<file path="src/rtl/fetch_sequencer_pkg.sv">
// Shared types and constants for the instruction-fetch sequencer.
package fetch_sequencer_pkg;

    typedef enum logic [1:0] {
        ST_RESET = 2'd0,
        ST_RUN   = 2'd1,
        ST_FLUSH = 2'd2,
        ST_HALT  = 2'd3
    } fs_state_e;

    localparam logic [31:0] PC_STEP = 32'd4;

    function automatic logic [31:0] align_pc(input logic [31:0] t);
        return {t[31:2], 2'b00};
    endfunction

endpackage

</file>
<file path="src/rtl/fetch_sequencer_flush.sv">
// Loadable 2-bit down-counter that times the wrong-path flush window.
module flush_counter #(
    parameter int W = 2
) (
    input  logic         clk,
    input  logic         rst,
    input  logic         load_i,
    input  logic [W-1:0] load_val_i,
    input  logic         hold_i,
    output logic         done_o
);

    logic [W-1:0] cnt_q, cnt_d;

    always_comb begin
        cnt_d = cnt_q;
        if (load_i)
            cnt_d = load_val_i;
        else if (!hold_i && cnt_q != '0)
            cnt_d = cnt_q - 1'b1;
    end

    always_ff @(posedge clk) begin
        if (rst) cnt_q <= '0;
        else     cnt_q <= cnt_d;
    end

    // Last flush cycle: the next non-held decrement reaches zero.
    assign done_o = (cnt_q == W'(1));

endmodule

</file>
<file path="src/rtl/fetch_sequencer.sv">
// Next-PC selection, fetch enable and wrong-path flush control for IF.
module fetch_sequencer
    import fetch_sequencer_pkg::*;
#(
    parameter logic [31:0] RESET_PC     = 32'h0000_0000,
    parameter int          FLUSH_CYCLES = 1
) (
    input  logic        clk,
    input  logic        rst,
    input  logic        stall_req,
    input  logic        id_br_valid,
    input  logic [31:0] id_br_target,
    input  logic        if_br_valid,
    input  logic [31:0] if_br_target,
    input  logic        halt_req,
    input  logic        resume,
    output logic [31:0] pc_out,
    output logic [31:0] im_addr,
    output logic        pc_we,
    output logic        fetch_en,
    output logic        flush_if,
    output logic        misalign_err,
    output logic [1:0]  state
);

    localparam logic [1:0] FLUSH_LD = 2'(FLUSH_CYCLES);

    fs_state_e   state_q, state_d;
    logic [31:0] pc_q, pc_d;
    logic        mis_q, mis_d;
    logic        pc_upd;
    logic        cnt_load, cnt_hold, cnt_done;

    flush_counter #(.W(2)) u_flush_cnt (
        .clk        (clk),
        .rst        (rst),
        .load_i     (cnt_load),
        .load_val_i (FLUSH_LD),
        .hold_i     (cnt_hold),
        .done_o     (cnt_done)
    );

    always_ff @(posedge clk) begin
        if (rst) begin
            state_q <= ST_RESET;
            pc_q    <= RESET_PC;
            mis_q   <= 1'b0;
        end else begin
            state_q <= state_d;
            pc_q    <= pc_d;
            mis_q   <= mis_d;
        end
    end

    always_comb begin
        state_d  = state_q;
        pc_d     = pc_q;
        mis_d    = 1'b0;
        pc_upd   = 1'b0;
        cnt_load = 1'b0;
        cnt_hold = 1'b1;
        unique case (state_q)
            ST_RESET: state_d = ST_RUN;
            ST_RUN: begin
                if (id_br_valid || if_br_valid) begin
                    pc_d     = align_pc(id_br_valid ? id_br_target : if_br_target);
                    mis_d    = id_br_valid ? |id_br_target[1:0] : |if_br_target[1:0];
                    pc_upd   = 1'b1;
                    cnt_load = 1'b1;
                    state_d  = ST_FLUSH;
                end else if (halt_req) begin
                    state_d = ST_HALT;
                end else if (!stall_req) begin
                    pc_d   = pc_q + PC_STEP;
                    pc_upd = 1'b1;
                end
            end
            // IF-side requests here come from squashed instructions.
            ST_FLUSH: begin
                if (id_br_valid) begin
                    pc_d     = align_pc(id_br_target);
                    mis_d    = |id_br_target[1:0];
                    pc_upd   = 1'b1;
                    cnt_load = 1'b1;
                end else if (!stall_req) begin
                    pc_d     = pc_q + PC_STEP;
                    pc_upd   = 1'b1;
                    cnt_hold = 1'b0;
                    if (cnt_done) state_d = ST_RUN;
                end
            end
            ST_HALT: if (resume) state_d = ST_RUN;
            default: state_d = ST_RESET;
        endcase
    end

    always_comb begin
        pc_we    = 1'b0;
        fetch_en = 1'b0;
        flush_if = 1'b1;
        unique case (state_q)
            ST_RUN: begin
                pc_we    = pc_upd;
                fetch_en = pc_upd;
                flush_if = 1'b0;
            end
            ST_FLUSH: begin
                pc_we    = pc_upd;
                fetch_en = pc_upd;
            end
            default: ;
        endcase
    end

    assign pc_out       = pc_q;
    assign im_addr      = pc_q;
    assign misalign_err = mis_q;
    assign state        = state_q;

endmodule
</file>
<file path="config.mk">
export PLATFORM = sky130hd
export DESIGN_NAME = fetch_sequencer
export DESIGN_NICKNAME = d
export VERILOG_FILES = /design/src/rtl/fetch_sequencer_pkg.sv /design/src/rtl/fetch_sequencer_flush.sv /design/src/rtl/fetch_sequencer.sv
export SDC_FILE = /design/constraint.sdc
export NUM_CORES = 1
export LEC_CHECK = 0
export CORE_AREA = 5 5 90 92
export CTS_CLUSTER_SIZE = 20
export DETAILED_ROUTE_END_ITERATION = 12
export DIE_AREA = 0 0 95 97
export HOLD_SLACK_MARGIN = 0.03
export PLACE_DENSITY = 0.81
export REMOVE_ABC_BUFFERS = 1
export SLEW_MARGIN = 20
export SYNTH_ARGS = -nofsm -noshare
export SYNTH_HDL_FRONTEND = slang
export SYNTH_SLANG_ARGS = --single-unit
</file>
<file path="constraint.sdc">
create_clock -name clk -period 2.8 [get_ports clk]
set_input_delay 0.56 -clock clk [delete_from_list [all_inputs] [get_ports clk]]
set_output_delay 0.56 -clock clk [all_outputs]
set_load 0.005 [all_outputs]
</file>
==> summary.md <==
| Metric | Value |
|---|---|
| Synthesis warning total | `0` |
| Top_reg_cell synth | `sky130_fd_sc_hd__dfxtp_1` |
| Sort of element at the start of the critical path | `input port` |
| Clock tree from TritonCTS | `yes` |
| Routed vias | `between 3000 and 4000` |
| Final Cell Area | `4285 sq um` |
| Number of clock sinks | `35` |
| Area inside the core boundary | `~7000 sq um` |
| Num ports | `141` |
| Outcome | `finished, final reports clean` |
| Slew HR | `0.5706` |
| Crit path capture type | `output pin` |
| Chain of cells forming the critical path | `clkdlybuf4s50_1 -> nor2b_2 -> or2_2 -> nor2_1 -> nor2_1 -> clkdlybuf4s50_1` |
| WS Path Type | `in2out` |
| Via density | `between 5 and 6` |
| Library cell with the largest summed area after synthesis | `sky130_fd_sc_hd__dfxtp_1` |
| Clock period minus final worst setup slack | `around 2.6 ns` |
| # hold bufs at CTS | `0` |
| Number of fillers in the final layout | `680` |
| Worst VDD drop | `around 250 uV` |
| Fin crit share | `0.9408` |
| Post-route ant nets | `0` |
| Number of endpoints with negative hold slack in the final report | `0` |
| Global Route Usage Sum | `0.2106` |
| Placement Rows | `31` |
| Total placed cells including tap cells | `595` |
| Part of the Yosys area used for sequential elements | `0.2403` |
| # H-tree levels | `2` |
| Cell area reported after detailed placement | `4168 sq um` |
| Die area | `between 9000 and 10000 sq um` |
| Count of final setup violators | `0` |
| Effective utilization at floorplan | `0.4085` |
| WP buf/inv | `2` |
| Total negative slack | `0 ns` |
| Critical path peak fanout | `4` |
| Number of synthesized flops with an enable pin | `0` |
| Fraction of synthesized cell area taken by the top area cell type | `0.2403` |
| Root Buffer | `sky130_fd_sc_hd__clkbuf_8` |
| Final HPWL DP | `~7.3 mm` |
| Switching power summed over all nets | `~0.00065 W` |
| Num CTS Buffers | `5` |
| Share of cells above drive strength 1 | `0.06349` |
| Most common library cells after synthesis | `sky130_fd_sc_hd__nand2_1 (43), sky130_fd_sc_hd__buf_4 (35), sky130_fd_sc_hd__dfxtp_1 (35), sky130_fd_sc_hd__a21oi_1 (30), sky130_fd_sc_hd__o21ai_0 (29)` |
| Vias in the first global route | `~3500` |
| Number of design-rule violations left by the first detailed-router iteration | `~270` |
| Antenna fix cells | `0` |
| Worst min-delay path category | `reg2reg` |
| Number of DRC violations after detailed routing | `0` |
| Leading cell type by number of instances after synthesis | `sky130_fd_sc_hd__nand2_1` |
| Netlist cell types | `54` |
| Actual slew at the worst max-slew pin | `0.6417 ns` |
| Synthesized area per cell | `between 7 and 8 sq um` |
| Area added between synthesis and finish | `47.00%` |
| Slowest Stage Delay on Critical Path | `~0.45 ns` |
| Switching portion of total power | `0.3354` |
| # resized after CTS | `0` |
| Async SR Flop Fraction | `0` |
| Clk Latency, worst-skew pair | `0.29 ns` |
| Net total in the final layout | `between 500 and 600` |
| Share of total power in combinational logic | `0.398` |
| FF+latch count, synth | `35` |
| Chip height | `approximately 97 um` |
| Lkg Pwr | `1.513 nW` |
| Width of the chip | `approximately 95 um` |
| Gate count of the mapped netlist | `approximately 400` |
| Clock slew seen by the registers of the worst setup and hold paths | `roughly 0.07 ns` |
| Pwr per Cell Area | `around 450 nW/um^2` |
| Placer Congestion | `around 0.91` |
| Signal arrival time at the worst endpoint | `between 2 and 2.5 ns` |
| Gr ovfl total | `0` |
| Worst endpoint required time | `approximately 2.2 ns` |
| Dominant delay contributor by cell family on the critical path | `buffers and inverters` |
| Share of total power in sequential cells | `0.350` |
| First-pass GRT wire length | `between 15 and 20 mm` |
| Final core utilization | `0.6005` |
| Initial antenna violation count | `0` |
| Post-route total power | `0.001924 W` |
| Maximum number of pins on one net before global-route repair | `57` |
| Port buffer count | `around 140` |
| Iteration count of the initial detailed-routing pass | `5` |
| Final count of pins violating max slew | `0` |
| Final Non-Filler Cells | `between 600 and 700` |
| Highest achievable clock rate | `0.3796 GHz` |
| Overall routed net length | `~10 mm` |
| Total standard cell area after synthesis | `around 2900 sq um` |
| Clock Tree Buf Depth | `2` |
| RSZ-0062 raised after global routing | `false` |
| Synth top area cells | `sky130_fd_sc_hd__dfxtp_1 (24%), sky130_fd_sc_hd__buf_4 (9.0%), sky130_fd_sc_hd__nand2_1 (5.5%)` |
| Worst clock skew | `between 0.009 and 0.01 ns` |
| Slowest cell on crit path | `sky130_fd_sc_hd__clkdlybuf4s50_1` |
| Maximum capacitance violations | `0` |
| Power share of the clock group | `0.252` |
| WL/cell | `16.62 um` |
| Total internal power | `0.001279 W` |
| Number of buffers inserted by post-CTS setup repair | `0` |
## layout by cell type (no fill, tap or decap), types with 8 or more instances in the layout
cell and instances:
sky130_fd_sc_hd__nor4_1 8, sky130_fd_sc_hd__a21oi_1 30, sky130_fd_sc_hd__clkdlybuf4s50_1 135, sky130_fd_sc_hd__buf_4 13
sky130_fd_sc_hd__dfxtp_1 35, sky130_fd_sc_hd__nand2_1 43, sky130_fd_sc_hd__o21ai_0 29, sky130_fd_sc_hd__nor3_1 11
sky130_fd_sc_hd__nand3_1 18, sky130_fd_sc_hd__nor2_1 26, sky130_fd_sc_hd__inv_1 13, sky130_fd_sc_hd__a31oi_1 9
## worst paths after layout
| kind | start | endpoint | slack, ns | depth (start not counted) |
|---|---|---|---|---|
| worst max-delay path | if_br_valid | pc_we | 0.17 | 6 |
| worst min-delay path | u_flush_cnt.cnt_q[1]$_SDFFE_PP0P_ | u_flush_cnt.cnt_q[1]$_SDFFE_PP0P_ | 0.55 | 2 |
| worst max register to register | im_addr[7]$_SDFFE_PP0P_ | im_addr[20]$_SDFFE_PP0P_ | 0.52 | 5 |
| worst min register to register | u_flush_cnt.cnt_q[1]$_SDFFE_PP0P_ | u_flush_cnt.cnt_q[1]$_SDFFE_PP0P_ | 0.55 | 2 |
## cells by family after synthesis
kind of cell / synth area share
and+or+nand+nor: 0.3142
AOI/OAI and AO/OA: 0.2562
buffers and inverters: 0.1421
DFF: 0.2403
adders and majority gates: 0.02575
muxes: 0.01717
other: 0.001286
xor gates and xnor gates: 0.003005
## worst min-delay path: cells and delay by family, from the launching register on
kind	cells	cell delay, ns
compound gates	1	0.10
flops	1	0.34
simple gates	1	0.09
## metal layers
layer	wire length, um	track usage	share of wire	vias to the layer above
li1	-	-	-	1653
met1	4096	0.2568	0.41	1611
met2	4921	0.3606	0.49	192
met3	836	0.04655	0.083	18
met4	164	0.06881	0.016	0
met5	0	0	0	-
## flip-flops by register name, indices dropped and copies added (netlist names)
signal / count
state: 2
misalign_err: 1
im_addr: 30
u_flush_cnt.cnt_q: 2
## power by group through the flow
stage | registers [W] | logic, W | clock network, W
after global routing | 0.000689 | 0.000830 | 0.000507
final | 0.000674 | 0.000765 | 0.000485
after global placement | 0.000676 | 0.000749 | 0
after floorplan | 0.000668 | 0.000279 | 0
after detailed placement | 0.000681 | 0.000762 | 0
after CTS | 0.000670 | 0.000767 | 0.000488
## area by class of cell
| type | instances | area [sq um] | area share |
|---|---|---|---|
| Tap cell | 99 | 123.9 | 0.02891 |
| Clock buffer | 6 | 82.58 | 0.01927 |
| Inverter | 13 | 48.80 | 0.01139 |
| Timing Repair Buffer | 150 | 1474 | 0.3439 |
| Multi-Input combinational cell | 298 | 1821 | 0.4248 |
| Clock inverter | 2 | 35.03 | 0.008175 |
| Sequential cell | 35 | 700.7 | 0.1635 |
## per-stage QoR
step	setup WS [ns]	hold slack, ns
final	0.1658	0.5506
after floorplan	-0.3639	0.4989
after CTS	0.1689	0.5633
after detailed placement	0.03265	0.5446
after global routing	0.01952	0.5978
after global placement	0.1125	0.5196
No activity file was read; power rests on OpenSTA's default activity.
